<file path="config.mk">
export PLATFORM = sky130hd
export DESIGN_NAME = hazard_sequencer
export DESIGN_NICKNAME = d
export VERILOG_FILES = /design/src/rtl/hazard_sequencer.sv
export SDC_FILE = /design/constraint.sdc
export NUM_CORES = 1
export LEC_CHECK = 0
export BUFFER_PORTS_ARGS = -buffer_cell sky130_fd_sc_hd__buf_2
export CAP_MARGIN = 10
export CELL_PAD_IN_SITES_DETAIL_PLACEMENT = 1
export CELL_PAD_IN_SITES_GLOBAL_PLACEMENT = 2
export CORE_MARGIN = 2
export CORE_UTILIZATION = 23
export DETAILED_ROUTE_END_ITERATION = 6
export GPL_TIMING_DRIVEN = 0
export PLACE_DENSITY = 0.72
export SETUP_SLACK_MARGIN = 0.02
export SLEW_MARGIN = 20
export SYNTH_ARGS = -nofsm -noshare
export SYNTH_HDL_FRONTEND = slang
export SYNTH_SLANG_ARGS = --single-unit
</file>
<file path="constraint.sdc">
create_clock -name clk -period 1.9 [get_ports clk]
set_clock_uncertainty 0.1 [all_clocks]
set_input_delay 0 -clock clk [delete_from_list [all_inputs] [get_ports clk]]
set_output_delay 0 -clock clk [all_outputs]
set_load 0.005 [all_outputs]
</file>
<file path="src/rtl/hazard_sequencer.sv">
// Stall/flush controller for a 5-stage pipeline: resolves load-use, data-memory
// wait and control-redirect hazards, and counts the cycles fetch is stalled.
module hazard_sequencer #(
  parameter int FLUSH_CYCLES = 2,
  parameter int COUNT_WIDTH  = 16
) (
  input  logic                   clk,
  input  logic                   reset,
  input  logic [4:0]             decodeExecuteRegister1,
  input  logic [4:0]             decodeExecuteRegister2,
  input  logic                   decodeExecuteUses1,
  input  logic                   decodeExecuteUses2,
  input  logic                   decodeExecuteValid,
  input  logic [4:0]             executeMemoryDestinationRegister,
  input  logic                   executeMemoryValid,
  input  logic                   executeMemoryIsLoad,
  input  logic                   memoryRequest,
  input  logic                   memoryReady,
  input  logic                   redirectValid,
  output logic                   stallFetch,
  output logic                   stallDecode,
  output logic                   stallMemory,
  output logic                   bubbleExecuteMemory,
  output logic                   flushFetchDecode,
  output logic                   flushDecodeExecute,
  output logic [1:0]             hazardState,
  output logic [COUNT_WIDTH-1:0] stallCycleCount
);

  localparam int FCW = (FLUSH_CYCLES > 1) ? $clog2(FLUSH_CYCLES) : 1;

  typedef enum logic [1:0] {
    RUN      = 2'd0,
    MEM_WAIT = 2'd1,
    FLUSH    = 2'd2,
    ILLEGAL  = 2'd3
  } state_t;

  state_t                   state_reg, state_next;
  logic [FCW-1:0]           flush_cnt_reg, flush_cnt_next;
  logic [COUNT_WIDTH-1:0]   count_reg;

  logic mem_wait;
  logic load_use;
  logic match1, match2;

  assign mem_wait = memoryRequest & ~memoryReady;
  assign match1   = decodeExecuteUses1 & (decodeExecuteRegister1 == executeMemoryDestinationRegister);
  assign match2   = decodeExecuteUses2 & (decodeExecuteRegister2 == executeMemoryDestinationRegister);
  assign load_use = decodeExecuteValid & executeMemoryValid & executeMemoryIsLoad &
                    (executeMemoryDestinationRegister != 5'd0) & (match1 | match2);

  always_ff @(posedge clk) begin
    if (reset) begin
      state_reg     <= RUN;
      flush_cnt_reg <= '0;
      count_reg     <= '0;
    end else begin
      state_reg     <= state_next;
      flush_cnt_reg <= flush_cnt_next;
      if (stallFetch && (count_reg != {COUNT_WIDTH{1'b1}}))
        count_reg <= count_reg + 1'b1;
    end
  end

  always_comb begin
    state_next          = state_reg;
    flush_cnt_next      = flush_cnt_reg;
    stallFetch          = 1'b0;
    stallDecode         = 1'b0;
    stallMemory         = 1'b0;
    bubbleExecuteMemory = 1'b0;
    flushFetchDecode    = 1'b0;
    flushDecodeExecute  = 1'b0;

    if (state_reg == ILLEGAL) begin
      state_next = RUN;
    end else if (mem_wait) begin
      // EX is frozen, so any pending redirect stays presented until memory completes
      stallFetch  = 1'b1;
      stallDecode = 1'b1;
      stallMemory = 1'b1;
      if (state_reg == FLUSH)
        flushFetchDecode = 1'b1;
      else
        state_next = MEM_WAIT;
    end else begin
      if (state_reg == FLUSH) begin
        flushFetchDecode = 1'b1;
        flush_cnt_next   = flush_cnt_reg - 1'b1;
        if (flush_cnt_reg <= FCW'(1))
          state_next = RUN;
      end else begin
        state_next = RUN;
      end

      // A redirect alongside a load-use is dropped: the branch used stale operands
      if (load_use) begin
        stallFetch          = 1'b1;
        stallDecode         = 1'b1;
        bubbleExecuteMemory = 1'b1;
      end else if (redirectValid) begin
        flushFetchDecode   = 1'b1;
        flushDecodeExecute = 1'b1;
        if (FLUSH_CYCLES > 1) begin
          state_next     = FLUSH;
          flush_cnt_next = FCW'(FLUSH_CYCLES - 1);
        end else begin
          state_next = RUN;
        end
      end
    end

    if (reset) begin
      stallFetch          = 1'b0;
      stallDecode         = 1'b0;
      stallMemory         = 1'b0;
      bubbleExecuteMemory = 1'b0;
      flushFetchDecode    = 1'b0;
      flushDecodeExecute  = 1'b0;
    end
  end

  assign hazardState     = reset ? 2'd0 : state_reg;
  assign stallCycleCount = count_reg;

endmodule

</file>
**Word-level counts from Yosys, hierarchy flattened**

Cells that the tools add are included.

- Logic and storage cells: 58
- Flip-flop bits (word level): 19

- $lt $le $gt $ge: 1
- Multiplexer cells: 31
- Equality and inequality tests: 6
- Bitwise gates (word level): 11
- Add/sub/neg operators: 2
- Reduce and logical (&&, ||, !) cells: 4

Operators by type and width:

| cell | count |
|---|---|
| $mux W1 | 24 |
| $add A16 B1 Y16 const B | 1 |
| $ne A16 B16 Y1 const B | 1 |
| $mux W2 | 7 |
| $eq A5 B5 Y1 | 2 |
| $and A1 B1 Y1 | 7 |
| $reduce_bool A5 Y1 | 1 |
| $eq A2 B2 Y1 const B | 2 |
| $not A1 Y1 | 3 |
| $ne A2 B2 Y1 const B | 1 |
| $reduce_and A2 Y1 | 1 |
| $reduce_or A2 Y1 | 1 |
| $le A1 B1 Y1 const B | 1 |
| $logic_and A1 B1 Y1 | 1 |
| $or A1 B1 Y1 | 1 |
| $sub A1 B1 Y1 const B | 1 |

**Depth between registers and ports, before layout**

- Word-level depth: 9
- Depth in mapped cells: 8
- Gate-level depth less buffers: 7

**Worst setup path before layout**

No wires, ideal clock.

- Kind: register -> register
- From: register count_reg[0] (netlist: stallCycleCount[0])
- To: register count_reg[7] (netlist: stallCycleCount[7])
- Slack: -54 ps
- Period minus slack after synthesis: 1954 ps
- Path buffers: 0
- Data arrival time: 1784 ps
- Cell stages (with the launch flop): 8
- Data required time: 1730 ps
- Cell sequence: dfxtp_1 -> ha_1 -> and2_1 -> and4_1 -> nand4_1 -> nand2_2 -> or4_1 -> a21oi_1

- Cells in the longest elaborated chain, start to end: 2
- Elaborated cells between the ends (all ways): 3

RTL lines:

| element | line | text |
|---|---|---|
| from (decl) | 41 | `logic [COUNT_WIDTH-1:0] count_reg;` |
| from (signal assigned) | 62 | `count_reg <= count_reg + 1'b1;` |
| branches (longest 2 deep; another with $add A16 B1 Y16) | -- |  |

Parallel ways; which one is timed is not known.
A chain may end at the register's enable or synchronous reset.

**Worst setup path in the final report**

- From: register count_reg[1] (netlist: stallCycleCount[1])
- To: register count_reg[0] (netlist: stallCycleCount[0])

- Cells in the longest elaborated chain, start to end: 2

RTL lines:

| element | line | text |
|---|---|---|
| $ne A16 B16 Y1 | 61 | `if (stallFetch && (count_reg != {COUNT_WIDTH{1'b1}}))` |
| $logic_and A1 B1 Y1 | 61 |  |

Every way passes these cells.

==> Implementation_results.wiki <==
{| class="wikitable"
! Metric !! Value
|-
| Cell family with most CP delay || simple AND/OR/NAND/NOR gates
|-
| M2 GR Usage || 0.285
|-
| Slew Limit Fails || 0
|-
| Placed cell count || roughly 260
|-
| Clock Path Buffers || 2
|-
| ANT nets after route || 0
|-
| Pleak || 0.716 nW
|-
| NumNets Final || 233
|-
| Post-synthesis cell count || 140
|-
| Synth-to-Final Area Change || 57.3%
|-
| Crit. End Element || flip-flop
|-
| Power per cell area || 483 nW/um2
|-
| Detailed-route DRC error count || 0
|-
| Hold violation total from the final report || 0
|-
| Cell chain of the critical path || ha_4 > and2_4 > and4_4 > nand4_1 > nand2_2 > buf_6 > or3_1 > a21oi_1
|-
| Failing checks || setup timing
|-
| Startpoint of the most critical hold path || reset
|-
| Number of nets produced by synthesis || about 170
|-
| Cell type with the highest aggregate area in the netlist || dfxtp_1
|-
| Avg Cell Area, Syn || just over 8 um2
|-
| Root buf cell || clkbuf_8
|-
| Inserted Clock Buffers || 3
|-
| Vias in the first global route || 1431
|-
| Cell with the largest stage delay on the worst path || dfxtp_4
|-
| Half-perimeter wire length after placement || around 3000 um
|-
| Largest incremental delay on the critical path || around 360 ps
|-
| Distinct cells, synth || 42
|-
| GR Layer Usage met3 || 0.0321
|-
| Setup violators final || 8
|-
| Worst min-delay path class || in2reg
|-
| Measured slew at the worst slew-check pin || 565 ps
|-
| Finished Core Util || 0.378
|-
| Proportion of netlist area held by the largest area contributor || 0.313
|-
| Final period demand of the worst path || 1950 ps
|-
| Antenna diode count || 0
|-
| Critical path buffers and inverters || 1
|-
| Synth warnings || 0
|-
| Main area contributors after synthesis || dfxtp_1 (31%), xnor2_1 (7.6%), a21oi_1 (6.5%)
|-
| Initial antenna violation count || 0
|-
| CP Max Fanout || 5
|-
| Standard cell core area || 4790 um2
|-
| # H-tree levels || 1
|-
| Width of the die || 74.7 um
|-
| Die area || 5590 um2
|-
| Fraction of layout instances using a drive strength above 1 || 0.481
|-
| Final hold slack || roughly 70 ps
|-
| Outcome || finished, violations left
|-
| Highest attainable clock frequency || about 0.5 GHz
|-
| Post-Route WL || 4190 um
|-
| TritonCTS sink count || 18
|-
| Largest register FFs || 16
|-
| Overall Global Routing Usage || 0.158
|-
| First drt pass iteration count || 4
|-
| Gr ovfl total || 0
|-
| TritonCTS clock tree || done
|-
| Arrival time reported for the critical path endpoint || 2030 ps
|-
| Via total after detailed routing || around 1300
|-
| Initial detailed-routing violation count || 37
|-
| Startpoint of the worst-slack reg-to-reg timing path || stallCycleCount[1]$_SDFFE_PP0P_
|-
| Wire length per cell after detailed routing || about 15 um
|-
| Start point of the critical path || stallCycleCount[1]$_SDFFE_PP0P_
|-
| Headroom to the max-slew limit || 0.623
|-
| Final Instance Count excl. Fillers || 273
|-
| Number of rows in the core area || 25
|-
| Final weighted congestion of routability-driven global placement || about 0.74
|-
| Max IR drop VDD || ~0.44 mV
|-
| Most heavily used metal layer in global routing || met2
|-
| Max cap viols || 0
|-
| Effective utilization at floorplan || 0.241
|-
| Clock insertion delay at the later pin of the skew report || 260 ps
|-
| Number of port buffers || between 40 and 50
|-
| Mapped cell area || 1150 um2
|-
| Chip height || 74.7 um
|-
| Average via count per standard cell || 4.91
|-
| Setup WS post-layout || -50.6 ps
|-
| Met1 Track Usage GR || 0.195
|-
| IO Count || 49
|-
| Number of fill cells || 579
|-
| CTS clk-pin slew, worst paths || 80 ps
|-
| Setup CP Type || reg2reg
|-
| Register area share after synthesis || 0.313
|-
| Startpoint type of the worst setup path || flip-flop
|-
| Total of flip-flops plus latches after synthesis || 18
|-
| Largest net degree at the start of global routing || 11
|-
| Final cycle utilization of the critical path || 1.03
|-
| Unrepaired setup endpoints after global routing || yes
|-
| Data required time at the worst endpoint || 1980 ps
|-
| First-pass GRT wire length || just under 7000 um
|}
[through the flow]
stage          cell area (um2)  worst slack, ps  total power [mW]  setup TNS (ps)
2_1_floorplan             1160             24.2             0.463               0
3_3_place_gp              1480             -149             0.524           -1320
3_5_place_dp              1480             -244             0.528           -2270
4_1_cts                   1730            -47.5             0.876            -161
5_1_grt                   1810             -109             0.914            -944
6_report                  1810            -50.6             0.874            -164
[synthesized netlist by cell type, drive strengths merged]
| master | instances |
|---|---|
| o41ai | 2 |
| o311ai | 1 |
| and2 | 2 |
| or3 | 4 |
| mux2i | 1 |
| o22ai | 1 |
| nor2b | 3 |
| clkbuf | 2 |
| and3 | 2 |
| mux2 | 1 |
| nand3 | 9 |
| o21ai | 5 |
| ha | 1 |
| buf | 4 |
| nor4 | 2 |
| nor3 | 3 |
| a311oi | 1 |
| or4 | 6 |
| xnor2 | 10 |
| nand4 | 7 |
| nand2b | 1 |
| a21oi | 17 |
| nor2 | 8 |
| inv | 2 |
| o31ai | 6 |
| a31oi | 1 |
| dfxtp | 18 |
| a21boi | 1 |
| nand4b | 1 |
| and4 | 2 |
| a21o | 1 |
| nand2 | 15 |
[layer usage]
layer / up-vias / part of all wire
li1: 662 / -
met1: 654 / 0.44
met2: 18 / 0.52
met3: 6 / 0.029
met4: 0 / 0.010
met5: - / 0
[worst register-to-register path, delay by kind of cell (launching register included)]
kind	cells	cell delay, ps
AND/OR/NAND/NOR	5	1000
adder cells (fa/ha/maj)	1	150
buffers and inverters	1	150
AO/OA/AOI/OAI	1	120
flip-flops	1	360
[kinds of logic (layout without fill, tap and decap cells)]
logic type,count (synthesis),after routing,synth area share
mux,2,2,0.0185
buf+inv,8,73,0.0381
simple gates,65,66,0.336
xor+xnor,10,10,0.0761
flops,18,18,0.313
fa+ha+maj,1,1,0.0109
compound gates,36,36,0.208
[worst paths after layout]
check,end,slack [ps],cells after the start
min reg2reg,stallCycleCount[3]$_SDFFE_PP0P_,380,1
max reg2reg,stallCycleCount[0]$_SDFFE_PP0P_,-50,8
min,stallCycleCount[12]$_SDFFE_PP0P_,70,4
max,stallCycleCount[0]$_SDFFE_PP0P_,-50,8
[report_power, final]
| group | leakage (nW) | switching, mW | total (mW) | internal [mW] |
|---|---|---|---|---|
| Clock | 0.0288 | 0.150 | 0.334 | 0.185 |
| Combinational | 0.535 | 0.0875 | 0.159 | 0.0715 |
| Sequential | 0.152 | 0.00494 | 0.381 | 0.376 |
[what timing repair did]
action | CTS | global route
endpoints found under the setup margin | 15 | 15
gates cloned | 1 | 0
resized for setup | 27 | 12
hold buffers | 4 | 0
buffers inserted | 7 | 2
hold endpoints to repair | 2 | 0
pin swaps | 18 | 4
[cell type report]
type | count | area (um2) | share of cell area
Buffer | 6 | 51.3 | 0.0283
Clock buffer | 4 | 55.1 | 0.0304
Inverter | 2 | 7.51 | 0.00415
Multi-Input combinational cell | 115 | 878 | 0.485
Sequential cell | 18 | 383 | 0.211
Tap cell | 67 | 83.8 | 0.0463
Timing Repair Buffer | 61 | 352 | 0.194
[cells in the final DEF (no fill, tap or decap), drive strengths merged, types with 3 or more instances in the layout]
master       count
buf             61
dfxtp           18
a21oi           17
nand2           16
xnor2           10
nand3            9
nor2             8
nand4            7
or4              6
clkbuf           6
o31ai            6
o21ai            5
or3              4
dlygate4sd3      4
nor2b            3
nor3             3
Note: power is estimated with default switching activity, not from simulation.
